==> config.mk <==
export PLATFORM = sky130hd
export DESIGN_NAME = instr_fetch
export DESIGN_NICKNAME = d
export VERILOG_FILES = /design/src/rtl/isa_pkg.sv /design/src/rtl/fetch_buf.sv /design/src/rtl/instr_fetch.sv
export SDC_FILE = /design/constraint.sdc
export NUM_CORES = 1
export LEC_CHECK = 0
export CAP_MARGIN = 0
export CELL_PAD_IN_SITES_DETAIL_PLACEMENT = 0
export CELL_PAD_IN_SITES_GLOBAL_PLACEMENT = 1
export CORE_ASPECT_RATIO = 0.8
export CORE_MARGIN = 2
export CORE_UTILIZATION = 35
export DETAILED_ROUTE_END_ITERATION = 10
export GPL_ROUTABILITY_DRIVEN = 0
export PLACE_DENSITY_LB_ADDON = 0.05
export SETUP_SLACK_MARGIN = 0.05
export SLEW_MARGIN = 10
export SYNTH_ARGS = -nofsm -noshare
export SYNTH_HDL_FRONTEND = slang
export SYNTH_SLANG_ARGS = --single-unit
==> constraint.sdc <==
create_clock -name clk -period 11.9 [get_ports clk]
set_input_delay 2.975 -clock clk [delete_from_list [all_inputs] [get_ports clk]]
set_output_delay 2.975 -clock clk [all_outputs]
set_load 0.02 [all_outputs]
==> src/rtl/isa_pkg.sv <==
// isa_pkg: IR field layout, opcode values and fetch FSM state type.
// Also holds a helper that assembles an IR word from its fields.
package isa_pkg;

  localparam int IR_W = 32;

  localparam int OP_MSB   = 31;
  localparam int OP_LSB   = 27;
  localparam int DRG_MSB  = 26;
  localparam int DRG_LSB  = 22;
  localparam int SRG1_MSB = 21;
  localparam int SRG1_LSB = 17;
  localparam int MODE_MSB = 16;
  localparam int MODE_LSB = 16;
  localparam int SRG2_MSB = 15;
  localparam int SRG2_LSB = 11;
  localparam int IMM_MSB  = 10;
  localparam int IMM_LSB  = 0;

  localparam logic [4:0] OP_MOVSGPR = 5'd0;
  localparam logic [4:0] OP_MOV     = 5'd1;
  localparam logic [4:0] OP_ADD     = 5'd2;
  localparam logic [4:0] OP_SUB     = 5'd3;
  localparam logic [4:0] OP_MUL     = 5'd4;

  typedef enum logic [1:0] {
    S_IDLE  = 2'd0,
    S_FETCH = 2'd1,
    S_DRAIN = 2'd2,
    S_DONE  = 2'd3
  } fetch_state_e;

  function automatic logic [IR_W-1:0] mk_ir(input logic [4:0]  op,
                                            input logic [4:0]  drg,
                                            input logic [4:0]  srg1,
                                            input logic        mode,
                                            input logic [4:0]  srg2,
                                            input logic [10:0] imm);
    logic [IR_W-1:0] w;
    w = '0;
    w[OP_MSB:OP_LSB]     = op;
    w[DRG_MSB:DRG_LSB]   = drg;
    w[SRG1_MSB:SRG1_LSB] = srg1;
    w[MODE_MSB:MODE_LSB] = mode;
    w[SRG2_MSB:SRG2_LSB] = srg2;
    w[IMM_MSB:IMM_LSB]   = imm;
    return w;
  endfunction

endpackage

==> src/rtl/fetch_buf.sv <==
// fetch_buf: 2-entry FIFO holding {pc, instruction} pairs between memory and execute.
// Flush empties it in one cycle and wins over a same-cycle push.
module fetch_buf #(
  parameter int W = 40
) (
  input  logic         clk,
  input  logic         rst,
  input  logic         flush,
  input  logic         push,
  input  logic [W-1:0] wdata,
  input  logic         pop,
  output logic [W-1:0] rdata,
  output logic [1:0]   count
);

  logic [W-1:0] mem [2];
  logic         wr_ptr;
  logic         rd_ptr;

  assign rdata = mem[rd_ptr];

  always_ff @(posedge clk or posedge rst) begin
    if (rst) begin
      mem[0] <= '0;
      mem[1] <= '0;
      wr_ptr <= 1'b0;
      rd_ptr <= 1'b0;
      count  <= 2'd0;
    end else if (flush) begin
      wr_ptr <= 1'b0;
      rd_ptr <= 1'b0;
      count  <= 2'd0;
    end else begin
      if (push) begin
        mem[wr_ptr] <= wdata;
        wr_ptr      <= ~wr_ptr;
      end
      if (pop) rd_ptr <= ~rd_ptr;
      case ({push, pop})
        2'b10:   count <= count + 2'd1;
        2'b01:   count <= count - 2'd1;
        default: count <= count;
      endcase
    end
  end

endmodule

==> src/rtl/instr_fetch.sv <==
// instr_fetch: walks the PC through a sync-read instruction memory and hands IR words to execute.
// Defining FETCH_REDIRECT_EN adds redir_valid/redir_addr with epoch-tagged discard of the in-flight read.
//
// state   | meaning
// S_IDLE  | waiting for start
// S_FETCH | issuing reads, PC advancing toward last_addr
// S_DRAIN | last read issued, waiting for buffered words to be accepted
// S_DONE  | last word accepted, done pulse, back to idle
module instr_fetch #(
  parameter int ADDR_W = 8,
  parameter int IR_W   = 32
) (
  input  logic              clk,
  input  logic              rst,
  input  logic              start,
  input  logic [ADDR_W-1:0] start_addr,
  input  logic [ADDR_W-1:0] last_addr,
  output logic              imem_en,
  output logic [ADDR_W-1:0] imem_addr,
  input  logic [IR_W-1:0]   imem_rdata,
  output logic              ir_valid,
  input  logic              ir_ready,
  output logic [IR_W-1:0]   ir,
  output logic [ADDR_W-1:0] ir_pc,
  output logic              busy,
  output logic              done
`ifdef FETCH_REDIRECT_EN
  ,
  input  logic              redir_valid,
  input  logic [ADDR_W-1:0] redir_addr
`endif
);

  import isa_pkg::*;

  localparam int BUF_W = ADDR_W + IR_W;

  fetch_state_e      state_q, state_d;
  logic [ADDR_W-1:0] pc_q, last_q, rd_pc_q;
  logic              inflight_q;
  logic              issue, push, pop, redir, start_ok;
  logic [1:0]        count;
  logic [2:0]        occupancy;
  logic [BUF_W-1:0]  buf_rdata;

`ifdef FETCH_REDIRECT_EN
  logic epoch_q, rd_epoch_q;
  assign redir = redir_valid && (state_q == S_FETCH || state_q == S_DRAIN);
  assign push  = inflight_q && (rd_epoch_q == epoch_q);

  always_ff @(posedge clk or posedge rst) begin
    if (rst) begin
      epoch_q    <= 1'b0;
      rd_epoch_q <= 1'b0;
    end else begin
      if (redir) epoch_q <= ~epoch_q;
      if (issue) rd_epoch_q <= epoch_q;
    end
  end
`else
  assign redir = 1'b0;
  assign push  = inflight_q;
`endif

  assign ir_valid  = (count != 2'd0);
  assign pop       = ir_valid && ir_ready;
  assign start_ok  = start && (state_q == S_IDLE || state_q == S_DONE);
  assign imem_addr = pc_q;
  assign {ir_pc, ir} = buf_rdata;

  // In-flight read counts as occupied so a response always finds a free slot.
  assign occupancy = {1'b0, count} + {2'b00, inflight_q};
  assign issue     = (state_q == S_FETCH) && !redir && (occupancy < (3'd2 + {2'b00, pop}));

  always_ff @(posedge clk or posedge rst) begin
    if (rst) begin
      pc_q       <= '0;
      last_q     <= '0;
      rd_pc_q    <= '0;
      inflight_q <= 1'b0;
    end else begin
      if (start_ok) begin
        pc_q   <= start_addr;
        last_q <= last_addr;
      end else if (redir) begin
`ifdef FETCH_REDIRECT_EN
        pc_q <= redir_addr;
`endif
      end else if (issue) begin
        pc_q <= pc_q + 1'b1;
      end
      if (issue) rd_pc_q <= pc_q;
      inflight_q <= issue;
    end
  end

  always_ff @(posedge clk or posedge rst) begin
    if (rst) state_q <= S_IDLE;
    else     state_q <= state_d;
  end

  always_comb begin
    state_d = state_q;
    case (state_q)
      S_IDLE:  if (start_ok) state_d = S_FETCH;
      S_FETCH: begin
        if (redir)                              state_d = S_FETCH;
        else if (issue && (pc_q == last_q))     state_d = S_DRAIN;
      end
      S_DRAIN: begin
        if (redir)                                              state_d = S_FETCH;
        else if (pop && (count == 2'd1) && !inflight_q)         state_d = S_DONE;
      end
      S_DONE:  state_d = start_ok ? S_FETCH : S_IDLE;
      default: state_d = S_IDLE;
    endcase
  end

  always_comb begin
    imem_en = issue;
    busy    = (state_q == S_FETCH) || (state_q == S_DRAIN);
    done    = (state_q == S_DONE);
  end

  fetch_buf #(.W(BUF_W)) u_buf (
    .clk   (clk),
    .rst   (rst),
    .flush (redir),
    .push  (push),
    .wdata ({rd_pc_q, imem_rdata}),
    .pop   (pop),
    .rdata (buf_rdata),
    .count (count)
  );

endmodule

==> results of run 1 <==
## worst register-to-register path, delay by kind of cell, from the launching register on
| family | cells | cell delay, ns |
|---|---|---|
| AOI/OAI and AO/OA | 3 | 0.85 |
| DFF | 1 | 0.42 |
| and+or+nand+nor | 1 | 0.39 |
| muxes | 1 | 0.31 |
| adders and majority gates | 1 | 0.22 |
| buffers and inverters | 1 | 0.06 |
## state kept, by name, summed over array words and instances (netlist names)
register / count
rd_pc_q: 8
u_buf.mem: 80
last_q: 8
u_buf.rd_ptr: 1
imem_addr: 8
inflight_q: 1
state_q: 2
u_buf.count: 2
u_buf.wr_ptr: 1
## worst paths after layout
check / from / end / slack, ns / depth (start not counted)
max: ir_ready / imem_en / 3.87 / 5
max in group asynchronous: rst / u_buf.mem[9]$_DFFE_PP0P_ / 7.61 / 3
min reg2reg: u_buf.mem[64]$_DFFE_PP0P_ / u_buf.mem[64]$_DFFE_PP0P_ / 0.50 / 1
max reg2reg: u_buf.count[0]$_DFFE_PP0P_ / state_q[1]$_DFFE_PP0P_ / 9.54 / 7
min in group asynchronous: rst / u_buf.mem[1]$_DFFE_PP0P_ / 3.09 / 2
min: u_buf.mem[64]$_DFFE_PP0P_ / u_buf.mem[64]$_DFFE_PP0P_ / 0.50 / 1
## synthesized netlist by cell type (2+ instances only)
master	count
xnor2_1	12
a31oi_1	3
ha_1	10
a211oi_1	2
nand2_1	12
nand4_1	4
mux2_2	136
inv_1	10
nand3_1	3
dfrtp_1	111
o21ai_0	10
buf_1	6
xor2_1	7
clkbuf_1	10
## per-layer routing
layer | track usage | routed length (um) | up-vias | part of all wire
met3 | 0.0393 | 479 | 12 | 0.047
met4 | 0.0399 | 133 | 0 | 0.013
li1 | - | - | 1432 | -
met2 | 0.225 | 4800 | 58 | 0.47
met5 | 0 | 0 | - | 0
met1 | 0.201 | 4870 | 1572 | 0.47
## logic make-up (layout without fill, tap and decap cells)
logic type	Yosys count	in the layout
mux	138	138
flops	111	111
buf+inv	28	133
simple gates	25	25
xor+xnor	19	19
compound gates	18	18
fa+ha+maj	10	10
## power breakdown
| part | switching, W | internal [W] | total, W |
|---|---|---|---|
| combinational | 0.000410 | 0.000559 | 0.000968 |
| sequential | 0.000155 | 0.000568 | 0.000723 |
| clock | 0.000137 | 0.000171 | 0.000309 |
## area by class of cell
type                    count  area (sq um)  share of cell area
clock buffers              11           243              0.0372
clock inverters             5          66.3              0.0102
inverters                  11          43.8             0.00672
multi-input cells         210          2110               0.323
flip-flops and latches    111          2780               0.426
well taps                 180           225              0.0345
repair buffers            106          1050               0.162
## metrics by stage
step	instances	hold WS [ns]
finish	634	0.502
global placement	618	0.481
floorplan	349	0.463
detailed placement	618	0.487
global route	634	0.516
CTS	634	0.504
==> summary.md, run 1 <==
| Metric | Value |
|---|---|
| Final period util | 0.675 |
| CP Cell Sequence | clkdlybuf4s50_1 > or3b_1 > a21o_1 > clkinv_1 > clkdlybuf4s50_1 |
| Clk root buf | clkbuf_16 |
| Fin crit period | between 8 and 9 ns |
| Yosys top cell by area | dfrtp_1 |
| Area growth syn-to-layout | 30.7% |
| Clk_lat worst skew | approximately 0.34 ns |
| Total number of H-tree levels | 3 |
| Clk sink count | 111 |
| Wirelength, routed | 10,300 um |
| Die extent in y | 111 um |
| # diodes | 0 |
| P_leak | 2.68 nW |
| WL per Instance | about 16 um |
| Simple-Gate Fraction of Synth Area | 0.0251 |
| Post-synthesis mux area share | 0.312 |
| Slowest CP cell | clkdlybuf4s50_1 |
| Dpl ws | ~3.9 ns |
| Number of synthesized register bits | roughly 110 |
| Pins Over Slew Limit | 0 |
| Syn nets | 411 |
| Synth Area in Adders | 0.0251 |
| Clock Path Buffers | 2 |
| DRC Markers | 0 |
| Setup TNS | 0 ns |
| Fin area | 6520 sq um |
| Setup bufs post-CTS | 0 |
| HP Class | register to register |
| CTS Hold Buffers Added | 0 |
| TritonCTS clock tree | done |
| CP max FO | 9 |
| Clk_skew | around 0.0089 ns |
| Max-cap violations | 0 |
| Setup slack after layout | just under 4 ns |
| First-pass GRT wire length | around 17,000 um |
| DRT antenna net count | 0 |
| CP top delay family | buffers and inverters |
| Post-synth EDFFs | 0 |
| Setup CP Type | primary input to primary output |
| Worst EP required | 8.93 ns |
| Vias in the first global route | ~3.3k |
| Async S/R FF share, synth | 1.00 |
| Pin count of the biggest net entering global routing | just under 60 |
| Worst slew pin tran | 1.09 ns |
| IO buf count | just over 100 |
| Die area | 15,200 sq um |
| CP Capture Type | primary output |
| Post-synth cell types | 27 |
| Fmax | about 120 MHz |
| Primary FF master, synth | dfrtp_1 |
| Worst EP arrival | 5.06 ns |
| Seq/Total Area, Yosys | 0.557 |
| Layout cells sized above 1 | 0.357 |
| Total power draw | around 0.002 W |
| Final hold viol count | 0 |
| Main combinational cell family by area after synthesis | multiplexers |
| Post-synth top area share | 0.557 |
| Power Dens Cells | approximately 310 nW/um^2 |
| Vias per cell | roughly 4.8 |
| Commonest non-fill, non-tap cell in the layout | mux2_2 |
| Post-Syn Area | 4990 sq um |
| Core area | about 14,000 sq um |
| Antenna violations before repair | 0 |
| # fillers | about 1.2k |
| Cts repair resizes | 0 |
| Nets | a little over 500 |
| Worst path bufs/invs | 3 |
| Crit path launch type | primary input |
| 1st-iter DRT viols | between 80 and 90 |
| Core Rows | 38 |
| CP max stage delay | ~0.63 ns |
| Compound-Gate Fraction of Synth Area | 0.0251 |
| Outcome | finished clean |
| Worst-case vdd ir drop | 151 uV |
| Post-Route Utilization | 0.474 |
| Placed Instance Area | a little over 6000 sq um |
| Synth warn | 0 |
| Detailed Routing Iterations Pass 1 | 4 |
| Crit-path most repeated cell | clkdlybuf4s50_1 |
| Initial Util | 0.363 |
| Most frequent cells in the layout | mux2_2, dfrtp_1, clkdlybuf4s50_1, xnor2_1, nand2_1 |
| Mapped Avg Cell Area | approximately 14 sq um |
| CTS buffer count | 9 |
| Top area cells in the synthesized netlist | dfrtp_1, mux2_2, ha_1 |
| Slew headroom | 0.269 |
| Ports | roughly 100 |
| Xor/xnor share of the synthesized area | 0.0334 |
| Clk slew on worst S/H paths | 0.07 ns |
| Total gr overflow | 0 |
| Routed vias | 3,074 |
| Cell count after synthesis | between 300 and 400 |
| Final setup vio count | 0 |
| RSZ-0062 raised after global routing | no |
| Post-DP HPWL | just under 7000 um |
| Die Wd | 137 um |
| Overall Global Routing Usage | 0.146 |
Note: power is estimated with default switching activity, not from simulation.
==> run 2, diff against run 1 <==
==> constraint.sdc (replaced) <==
create_clock -name clk -period 8 [get_ports clk]
set_input_delay 2 -clock clk [delete_from_list [all_inputs] [get_ports clk]]
set_output_delay 2 -clock clk [all_outputs]
set_load 0.02 [all_outputs]
==> run 2 against run 1 <==
Net effect:
- combinational power rose by 49%
- setup slack got worse by 1.9 ns
- core utilization shrank 0.18 points
- global-route usage shrank 0.29 points
- final cell count stayed put
- die area unchanged
- clock power rose by 38%
- clock skew is 0.00090 ns lower
- flip-flop and latch count unchanged
==> summary.md, run 2 (synthesis gave the netlist of run 1 again) <==
| Metric | Value |
|---|---|
| Outcome | finished clean |
| Area growth syn-to-layout | 30.2% |
| Vias in the first global route | 3,201 (-1.6%) |
| First-pass GRT wire length | 17,000 um (-1.7%) |
| Final period util | 0.760 |
| CP max FO | 9 (unchanged) |
| Post-Route Utilization | 0.473 (-0.00182) |
| Cts repair resizes | 0 (unchanged) |
| Clk sink count | 111 (unchanged) |
| Post-DP HPWL | 6740 um (-1.4%) |
| CTS Hold Buffers Added | 0 (unchanged) |
| Reg2reg end | state_q[1]$_DFFE_PP0P_ |
| Overall Global Routing Usage | 0.143 (-0.00292) |
| Detailed Routing Iterations Pass 1 | 4 (unchanged) |
| DRC Markers | 0 (unchanged) |
| Pins Over Slew Limit | 0 (unchanged) |
| Clk_lat worst skew | 0.34 ns (about the same) |
| Final hold viol count | 0 (unchanged) |
| Max reg flops | 80 (unchanged) |
| Total power draw | 0.00294 W (+47%) |
| Initial Util | 0.363 (unchanged) |
| Top reg by flops | u_buf.mem |
| IO buf count | 103 (unchanged) |
| Worst-case vdd ir drop | 209 uV (+38%) |
| Slew headroom | 0.261 (-0.00783) |
| Total gr overflow | 0 (unchanged) |
| Met3 WL | 425 um (-11%) |
| Power Dens Cells | 453 nW/um^2 (+48%) |
| Placed Instance Area | 6210 sq um (unchanged) |
| Setup CP Type | primary input to primary output |
| Pin count of the biggest net entering global routing | 65 (+10%) |
| WHS | 0.501 ns (-0.00100 ns) |
| Setup bufs post-CTS | 0 (unchanged) |
| Worst slew pin tran | 1.10 ns (+0.0117 ns) |
| Top Layer Used | met4 |
| Max-cap violations | 0 (unchanged) |
| 1st-iter DRT viols | 113 (+33%) |
| Crit path launch type | primary input |
| # diodes | 0 (unchanged) |
| Most frequent cells in the layout | mux2_2, dfrtp_1, clkdlybuf4s50_1, xnor2_1, nand2_1 |
| Layout cells sized above 1 | 0.357 (unchanged) |
| Critical Path Start | ir_ready |
| DRT antenna net count | 0 (unchanged) |
| R2R cell count | 6 (-1) |
| # fillers | 1,237 (+2.4%) |
| Reg2reg start | inflight_q$_DFF_PP0_ |
| R2R Setup Slk | 5.63 ns (-3.91 ns) |
| Fmax | roughly 160 MHz |
| Clk slew on worst S/H paths | 0.07 ns (about the same) |
| Die area | 15,200 sq um (unchanged) |
| Met2 WL | 4810 um (+0.21%) |
| Met1 wire length | 4910 um (+0.74%) |
| Vias per cell | 4.76 (-1.9%) |
| Setup TNS | 0 ns (unchanged) |
| Final setup vio count | 0 (unchanged) |
| Clk_skew | 0.00800 ns (-0.000898 ns) |
| CP Capture Point | imem_en |
| Die Wd | 137 um (unchanged) |
| Wirelength, routed | 10,200 um (-0.52%) |
| HP Class | register to register |
| CTS buffer count | 9 (unchanged) |
| Worst EP required | 6.00 ns (-2.93 ns) |
| Worst EP arrival | 4.08 ns (-0.98 ns) |
| Ports | 104 (unchanged) |
| TritonCTS clock tree | done |
| Core Rows | 38 (unchanged) |
| Total number of H-tree levels | 3 (unchanged) |
| Nets | 511 (unchanged) |
| Core area | 13,700 sq um (unchanged) |
| RSZ-0062 raised after global routing | no |
| Fin area | 6490 sq um (-0.38%) |
| Die extent in y | 111 um (unchanged) |
| Commonest non-fill, non-tap cell in the layout | mux2_2 |
| CP Capture Type | primary output |
| Clk root buf | clkbuf_16 |
| Antenna violations before repair | 0 (unchanged) |
| Clock Path Buffers | 2 (unchanged) |
| WL per Instance | 16.1 um (-0.52%) |
| Routed vias | 3,017 (-1.9%) |
| P_leak | 2.67 nW (-0.37%) |
| Fin crit period | between 6 and 7 ns |
run 2: cell types whose count changed in the layout (fill, tap and decap cells not counted):
cell	before	now
bufinv_16	1	0
clkinv_2	0	1
inv_6	0	1
clkinv_4	2	1
run 2: cell type report:
class,instances,area (sq um),area share
Clock inverter,5,41.3,0.00636
Timing Repair Buffer,106,1050,0.162
Clock buffer,11,243,0.0374
Sequential cell,111,2780,0.428
Inverter,11,43.8,0.00674
Multi-Input combinational cell,210,2110,0.325
Tap cell,180,225,0.0347
run 2: worst min path at each step:
stage / from / endpoint / slack, ns / cells after the start
after floorplan: u_buf.wr_ptr$_DFFE_PP0P_ / u_buf.wr_ptr$_DFFE_PP0P_ / 0.46 / 1
after global placement: u_buf.mem[31]$_DFFE_PP0P_ / u_buf.mem[31]$_DFFE_PP0P_ / 0.48 / 1
after detailed placement: u_buf.mem[31]$_DFFE_PP0P_ / u_buf.mem[31]$_DFFE_PP0P_ / 0.49 / 1
after CTS: u_buf.mem[31]$_DFFE_PP0P_ / u_buf.mem[31]$_DFFE_PP0P_ / 0.51 / 1
after global routing: u_buf.mem[77]$_DFFE_PP0P_ / u_buf.mem[77]$_DFFE_PP0P_ / 0.52 / 1
final: u_buf.mem[28]$_DFFE_PP0P_ / u_buf.mem[28]$_DFFE_PP0P_ / 0.50 / 1
run 2: metal layers:
layer,global-route usage,vias to the layer above
li1,-,1433
met1,0.194,1517
met2,0.226,59
met3,0.0402,8
met4,0.0330,0
met5,0,-
run 2: power breakdown:
part / internal (W) / leakage, nW / switching, W
Clock: 0.000223 / 0.138 / 0.000203
Combinational: 0.000831 / 1.21 / 0.000612
Sequential: 0.000846 / 1.32 / 0.000229
Total: 0.00190 / 2.67 / 0.00104
run 2: worst max-delay path: stages:
cell             delay (ns)
clkdlybuf4s50_1        0.50
or3b_1                 0.37
a21o_1                 0.35
clkinv_1               0.22
clkdlybuf4s50_1        0.63
run 2: stage by stage:
| step | instances | setup WS, ns |
|---|---|---|
| 5_1_grt | 634 | 1.81 |
| 4_1_cts | 634 | 1.89 |
| 3_3_place_gp | 618 | 1.93 |
| 2_1_floorplan | 349 | 3.07 |
| 6_report | 634 | 1.92 |
| 3_5_place_dp | 618 | 1.89 |
